### src/rtl/shift_arbiter.sv
`default_nettype none
// ============================================================================
// Module   : shift_arbiter (with barrel_shifter)
// Brief    : Two requesters share one combinational barrel shifter through a
//            round-robin grant and a single registered result slot.
// Revision : 1.0
// ============================================================================

module barrel_shifter #(
    parameter int bit_size = 8
) (
    input  logic [bit_size-1:0]         data,
    input  logic [$clog2(bit_size)-1:0] num_shift,
    input  logic                        direction,
    input  logic [1:0]                  sel,
    output logic [bit_size-1:0]         out,
    output logic                        overflow
);
    localparam int c_sw = $clog2(bit_size);

    logic [c_sw:0]         w_inv;
    logic [bit_size-1:0]   w_shl;
    logic [bit_size-1:0]   w_shr;
    logic [bit_size-1:0]   w_asr;
    logic [bit_size-1:0]   w_rol;
    logic [bit_size-1:0]   w_ror;
    logic [bit_size-1:0]   w_back_l;
    logic [bit_size-1:0]   w_back_a;

    assign w_inv = (c_sw+1)'(bit_size) - {1'b0, num_shift};
    assign w_shl = data << num_shift;
    assign w_shr = data >> num_shift;
    assign w_asr = $signed(data) >>> num_shift;
    assign w_rol = (data << num_shift) | (data >> w_inv);
    assign w_ror = (data >> num_shift) | (data << w_inv);

    // A left shift overflowed if shifting the result back does not restore the operand.
    assign w_back_l = w_shl >> num_shift;
    assign w_back_a = $signed(w_shl) >>> num_shift;

    always_comb begin
        out      = data;
        overflow = 1'b0;
        case (sel)
            2'd0: begin
                out      = direction ? w_shr : w_shl;
                overflow = !direction && (w_back_l != data);
            end
            2'd1: begin
                out      = direction ? w_asr : w_shl;
                overflow = !direction && (w_back_a != data);
            end
            2'd2: out = direction ? w_ror : w_rol;
            default: begin
                out      = data;
                overflow = 1'b0;
            end
        endcase
    end
endmodule

module shift_arbiter #(
    parameter int bit_size = 8
) (
    input  logic                        clk,
    input  logic                        rstn,
    input  logic                        req0_valid,
    output logic                        req0_ready,
    input  logic [bit_size-1:0]         req0_data,
    input  logic [$clog2(bit_size)-1:0] req0_num_shift,
    input  logic                        req0_direction,
    input  logic [1:0]                  req0_sel,
    input  logic                        req1_valid,
    output logic                        req1_ready,
    input  logic [bit_size-1:0]         req1_data,
    input  logic [$clog2(bit_size)-1:0] req1_num_shift,
    input  logic                        req1_direction,
    input  logic [1:0]                  req1_sel,
    output logic                        out_valid,
    input  logic                        out_ready,
    output logic [bit_size-1:0]         out_data,
    output logic                        out_overflow,
    output logic                        out_id,
    output logic                        out_err
);
    localparam int c_sw = $clog2(bit_size);

    typedef enum logic [0:0] {
        ST_EMPTY = 1'b0,
        ST_FULL  = 1'b1
    } state_t;

    state_t                r_state;
    state_t                w_state_nxt;
    logic                  r_rr;
    logic                  w_grant;
    logic                  w_can_load;
    logic                  w_hs;
    logic [bit_size-1:0]   w_data;
    logic [c_sw-1:0]       w_num_shift;
    logic                  w_direction;
    logic [1:0]            w_sel;
    logic [bit_size-1:0]   w_sh_out;
    logic                  w_sh_ovf;

    // Idle cycles default to requester 0 so the shifter inputs never float.
    always_comb begin
        w_grant = 1'b0;
        if (req0_valid && req1_valid) w_grant = r_rr;
        else if (req1_valid)          w_grant = 1'b1;
    end

    assign w_data      = w_grant ? req1_data      : req0_data;
    assign w_num_shift = w_grant ? req1_num_shift : req0_num_shift;
    assign w_direction = w_grant ? req1_direction : req0_direction;
    assign w_sel       = w_grant ? req1_sel       : req0_sel;

    barrel_shifter #(.bit_size(bit_size)) u_shifter (
        .data      (w_data),
        .num_shift (w_num_shift),
        .direction (w_direction),
        .sel       (w_sel),
        .out       (w_sh_out),
        .overflow  (w_sh_ovf)
    );

    assign out_valid  = (r_state == ST_FULL);
    assign w_can_load = !out_valid || out_ready;
    // Gating with rstn keeps both readies low for the whole reset window.
    assign req0_ready = rstn && !w_grant && req0_valid && w_can_load;
    assign req1_ready = rstn &&  w_grant && req1_valid && w_can_load;
    assign w_hs       = req0_ready || req1_ready;

    always_comb begin
        w_state_nxt = r_state;
        case (r_state)
            ST_EMPTY: if (w_hs) w_state_nxt = ST_FULL;
            ST_FULL:  if (out_ready && !w_hs) w_state_nxt = ST_EMPTY;
            default:  w_state_nxt = ST_EMPTY;
        endcase
    end

    always_ff @(posedge clk or negedge rstn) begin
        if (!rstn) begin
            r_state      <= ST_EMPTY;
            r_rr         <= 1'b0;
            out_data     <= '0;
            out_overflow <= 1'b0;
            out_id       <= 1'b0;
            out_err      <= 1'b0;
        end else begin
            r_state <= w_state_nxt;
            if (w_hs) begin
                out_data     <= w_sh_out;
                out_overflow <= w_sh_ovf;
                out_id       <= w_grant;
                out_err      <= (w_sel == 2'd3);
                if (req0_valid && req1_valid) r_rr <= ~w_grant;
            end
        end
    end
endmodule
`default_nettype wire

### config.mk
export PLATFORM = sky130hd
export DESIGN_NAME = shift_arbiter
export DESIGN_NICKNAME = d
export VERILOG_FILES = /design/src/rtl/shift_arbiter.sv
export SDC_FILE = /design/constraint.sdc
export NUM_CORES = 1
export LEC_CHECK = 0
export CAP_MARGIN = 5
export CORE_ASPECT_RATIO = 1.75
export CORE_MARGIN = 2
export CORE_UTILIZATION = 47
export CTS_CLUSTER_DIAMETER = 150
export DETAILED_ROUTE_END_ITERATION = 10
export GPL_TIMING_DRIVEN = 0
export PLACE_DENSITY_LB_ADDON = 0.3
export SLEW_MARGIN = 30
export SYNTH_ARGS = -nofsm -noshare
export SYNTH_HDL_FRONTEND = slang
export SYNTH_HIERARCHICAL = 1
export SYNTH_SLANG_ARGS = --single-unit
### constraint.sdc
create_clock -name clk -period 3.9 [get_ports clk]
set_input_delay 0.78 -clock clk [delete_from_list [all_inputs] [get_ports clk]]
set_output_delay 0.78 -clock clk [all_outputs]
set_load 0.01 [all_outputs]
=== Word-level counts from Yosys, hierarchy flattened ===
Index checks and enable logic that the tools add are counted.

* Input port bits: 33
* Flip-flop bits (word level): 13
* Logic and storage cells: 55
* Output and inout bits: 14

* Reductions and logical operators: 18
* Mux-type cells: 14
* $add $sub $neg: 1
* Bitwise logic cells: 4
* Equality and inequality tests: 5
* Shifts and indexed selects: 7

{| class="wikitable"
|+ Operator list
! kind !! count
|-
| 2-to-1 mux 8 bit || 4
|-
| case mux 8 bit (3 select lines) || 1
|-
| inequality test 8 bit || 2
|-
| OR 8 bit || 2
|-
| >> shifter 8 x 3 -> 8 bit || 2
|-
| >>> shifter 8 x 3 -> 8 bit || 2
|-
| logical AND 1 bit || 10
|-
| left shift 8 x 3 -> 8 bit || 1
|-
| left shift 8 x 4 -> 8 bit || 1
|-
| >> shifter 8 x 4 -> 8 bit || 1
|-
| 2-to-1 mux 1 bit || 5
|-
| equality test 2 bit (second input constant) || 2
|-
| logical NOT 1 bit || 4
|-
| case mux 1 bit (2 select lines) || 2
|-
| subtractor 4 x 3 -> 4 bit (first input constant) || 1
|-
| 2-to-1 mux 3 bit || 1
|-
| equality test 2 x 1 -> 1 bit (second input constant) || 1
|-
| logical NOT 2 bit || 1
|-
| logical OR 1 bit || 2
|-
| 2-to-1 mux 2 bit || 1
|-
| NOT 1 bit || 2
|-
| AND reduction 2 bit || 1
|}

=== Longest topological paths before layout ===
* Depth after elaboration: 11
* Depth in mapped cells: 16
* Mapped depth without buffers: 12

=== Hierarchy ===
The synthesis kept the hierarchy.

{| class="wikitable"
|+ Modules (own cells, without submodules)
! module !! cells each !! seq. area each (um2) !! times used !! area each (um2)
|-
| barrel_shifter || 231 || 0.0 || 1 || 1483.9
|-
| shift_arbiter || 58 || 325.3 || 1 || 730.7
|}

=== Worst setup path after synthesis ===
Ideal clock, no wire load.

* Kind: input port to flip-flop
* Start point: in req0_valid
* End point: reg out_data[3]
* Required time: 3775 ps
* Path slack: -76 ps
* Buffers on the path: 4
* Stages on the path: 16
* Library setup time: 125 ps
* Data arrival time: 3851 ps
* Path through: nand2b_2 nand2_2 buf_4 mux2_2 buf_2 buf_2 buf_2 inv_1 ha_1 xnor2_2 mux2i_1 o22ai_1 a21o_1 a2111oi_0 nor2_1 mux2_2

* Cells in the longest elaborated chain, start to end: 8
* Elaborated cells on any way between the ends: 29
* Classes of those cells: 1 x add/sub; 2 x eq/ne; 5 x shift; 9 x mux; 2 x bitwise; 10 x reduce/logical

{| class="wikitable"
|+ RTL lines
! element !! RTL line !! source
|-
| from (decl) || 67 || <nowiki>input logic req0_valid,</nowiki>
|-
| logical AND 1 bit * || 109 || <nowiki>if (req0_valid && req1_valid) w_grant = r_rr;</nowiki>
|-
| 2-to-1 mux 1 bit * || 109 ||
|-
| 2-to-1 mux 3 bit * || 114 || <nowiki>assign w_num_shift = w_grant ? req1_num_shift : req0_num_shift;</nowiki>
|-
| net w_num_shift[0] || 100 || <nowiki>logic [c_sw-1:0] w_num_shift;</nowiki>
|-
| subtractor 4 x 3 -> 4 bit || 30 || <nowiki>assign w_inv = (c_sw+1)'(bit_size) - {1'b0, num_shift};</nowiki>
|-
| >> shifter 8 x 4 -> 8 bit or left shift 8 x 4 -> 8 bit (tied branches) || 34, 35 ||
|-
| OR 8 bit (on tied branches) || 34, 35 ||
|-
| 2-to-1 mux 8 bit || 53 || <nowiki>2'd2: out = direction ? w_ror : w_rol;</nowiki>
|-
| case mux 8 bit (3 select lines) * || 44 || <nowiki>case (sel)</nowiki>
|-
| net w_sh_out[3] || 103 || <nowiki>logic [bit_size-1:0] w_sh_out;</nowiki>
|-
| to (signal assigned) || 154 || <nowiki>out_data <= w_sh_out;</nowiki>
|-
| to (decl) || 81 || <nowiki>output logic [bit_size-1:0] out_data,</nowiki>
|}

The timed path passes the listed nets; every way through them passes the cells marked *.
A chain may end at the register's enable or synchronous reset.

=== Worst setup path after layout ===
* Start point: in req0_valid
* End point: reg out_data[7]

The elaborated chain is that of the path after synthesis.

==> metrics.csv <==
metric;value;unit
num_vias;2618;
hold_violations;0;
postCtsHoldBufs;0;
clk_pin_slew_worst_paths;0.06;ns
fin_worst_skew;0.00844;ns
n_antenna_cell;0;
min_path_type;flip-flop to flip-flop;
viasPerCell;6.66;
fp.dieH;94.8;µm
synthSimpleGateAreaFrac;23.4;%
p_leak;1.12;nW
synth_xor_area_share;2.26;%
drive_gt1_share;21.4;%
synth-adder-area-share;0.565;%
clock.fmax;0.264;GHz
syn_inst;289;
fp.dieArea;5300;µm²
cp_common_cell;buf_6;
period_needed;3.79;ns
wl_per_cell;20.3;µm
arrival;3.91;ns
syn-cell-area;2210;µm²
synthDistinctLibCells;67;
fin_nets;376;
ios;47;
max_stage_delay;0.36;ns
grt_pass1_wl;12.9;mm
rsz0062_at_grt;false;
synth_top_family_by_area;compound AO/OA/AOI/OAI gates;
place_congestion;1.03;
cts_buffers;3;
syn_avg_cell_area;7.66;µm²
grt_pass1_vias;2604;
rows;33;
drtPass1Iterations;5;
drcViolationCount;0;
clock_sinks;13;
critPathSlowestCell;mux2_4;
die_width;55.9;µm
maxSlewHeadroom;53.2;%
synthFlopType;dfrtp_1;
tightest_slew;0.700;ns
fill_cells;409;
synth_edf_count;0;
grt_max_degree;20;
setup_violations;0;
cts_tree;yes;
synthMuxAreaShare;24.5;%
required;4.02;ns
end_kind;flip-flop;
hpwlAfterDp;5.91;mm
path_cells;clkdlybuf4s15_2 > nand2b_2 > nand2_4 > buf_6 > mux2_4 > buf_6 > buf_6 > clkinvlp_4 > ha_4 > xor2_4 > mux2i_1 > a32oi_1 > o22ai_1 > a221oi_1 > nor2_1 > mux2_2;
yosys_warnings;6;
peakVddDrop;0.382;mV
path_max_fanout;10;
ys_ff_latch;13;
synth-async-reset-ratio;100;%
core_area;4620;µm²
ys_seq_area_share;14.7;%
fin_crit_sh;97.1;%
clockBufferDepth;2;
setup-tns-final;0;ns
status;complete, no violations;
powerDensity;437;nW/µm²
cts_max_level;1;
path_class;input pin to flip-flop;
ant_nets;0;
io_buffers;46;
maxSlewViolCount;0;
synth_compound_area_share;26.9;%
drv_cap;0;
first_iter_violations;167;
track_usage;30.9;%
routed_wl;7.97;mm
mostFrequentLayoutCells;clkdlybuf4s50_1 (44), nand2_1 (31), mux2_2 (28);
overflow;0;
syn_nets;323;
layout_commonest_cell;clkdlybuf4s50_1;
start_kind;input pin;
antenna_found_initial;0;
clk_root_buffer_cell;clkbuf_8;
area_growth;30.6;%
initial_core_util;47.9;%
fin_hold_ws;0.468;ns
clock_latency;0.25;ns
==> logic make-up after synthesis <==
kind of cell | Yosys count
flops | 13
mux | 48
simple gates | 103
compound gates | 83
fa+ha+maj | 1
buf+inv | 37
xor+xnor | 4
==> state kept, by name (all words and copies together) (netlist names) <==
signal and cells:
out_overflow 1, out_valid 1, out_err 1, out_data 8, r_rr 1, out_id 1
==> per-layer routing <==
layer	part of all wire, %	track usage [%]	wire, µm	vias up
li1	-	-	-	1197
met1	35	34.7	2800	1195
met2	49	54.6	3930	178
met3	8.5	3.29	674	48
met4	7.0	20.8	561	0
met5	0	0	0	-
==> power breakdown <==
part	leakage [nW]	switching, W	internal [W]	total, W
logic	0.946	0.000498	0.000431	0.000929
clock network	0.0228	0.0000470	0.0000720	0.000119
registers	0.155	0.0000280	0.000188	0.000216
==> critical path, delay by kind of cell <==
kind | cells | cell delay, ns
and+or+nand+nor | 3 | 0.34
xor gates and xnor gates | 1 | 0.35
buffers and inverters | 5 | 0.81
adders and majority gates | 1 | 0.21
muxes | 3 | 0.76
AOI/OAI and AO/OA | 3 | 0.66
==> layout make-up <==
type | count | area [µm²] | area share, %
multi-input combinational | 239 | 1790 | 61.8
clock buffer | 4 | 45.0 | 1.56
tap | 52 | 65.1 | 2.25
inverter | 9 | 37.5 | 1.30
timing repair buffer | 50 | 487 | 16.8
sequential | 13 | 325 | 11.2
buffer | 26 | 146 | 5.06
==> Yosys cell counts (3+ instances only) <==
cell type	number	area [µm²]
nand2_1	31	116
mux2_2	29	327
nor2_1	20	75.1
o21ai_0	19	95.1
mux2i_1	17	170
clkbuf_1	14	52.6
dfrtp_1	13	325
inv_1	9	33.8
a21oi_1	8	40.0
nand3_1	8	40.0
a211oi_1	7	52.6
nand2b_1	7	43.8
buf_2	6	30.0
nor2b_1	6	37.5
nor3_1	6	30.0
o22ai_1	6	37.5
nor4_1	5	31.3
a31oi_1	4	25.0
nand4_1	4	25.0
o211ai_1	4	30.0
a21o_1	3	22.5
and2_1	3	18.8
buf_1	3	11.3
o311ai_0	3	26.3
==> final timing paths <==
| path | startpoint | slack, ns | to | depth (start not counted) |
|---|---|---|---|---|
| min | r_rr$_DFFE_PN0P_ | 0.47 | r_rr$_DFFE_PN0P_ | 1 |
| max in group asynchronous | rstn | 2.49 | out_overflow$_DFFE_PN0P_ | 1 |
| min in group asynchronous | rstn | 0.96 | out_data[1]$_DFFE_PN0P_ | 1 |
| min reg2reg | r_rr$_DFFE_PN0P_ | 0.47 | r_rr$_DFFE_PN0P_ | 1 |
| max | req0_valid | 0.11 | out_data[7]$_DFFE_PN0P_ | 16 |
| max reg2reg | r_rr$_DFFE_PN0P_ | 0.37 | out_data[7]$_DFFE_PN0P_ | 15 |
==> through the flow <==
stage | instance area [µm²] | setup WS (ns) | utilization, % | instances | total power (W)
after floorplan | 2240 | 0.0446 | - | 289 | 0.000789
after global placement | 2760 | -1.32 | 59.8 | 387 | 0.00108
after detailed placement | 2760 | -1.30 | 59.8 | 387 | 0.00108
after CTS | 2880 | 0.0115 | 62.3 | 394 | 0.00124
after global routing | 2890 | 0.0280 | 62.6 | 393 | 0.00134
final | 2890 | 0.111 | 62.6 | 393 | 0.00126
==> what timing repair did <==
| item | CTS | global route |
|---|---|---|
| resized for setup | 19 | 8 |
| pin swaps | 2 | 0 |
| setup endpoints to repair | 9 | 8 |
| buffers inserted | 4 | 0 |
(Power assumes the default switching activity.)
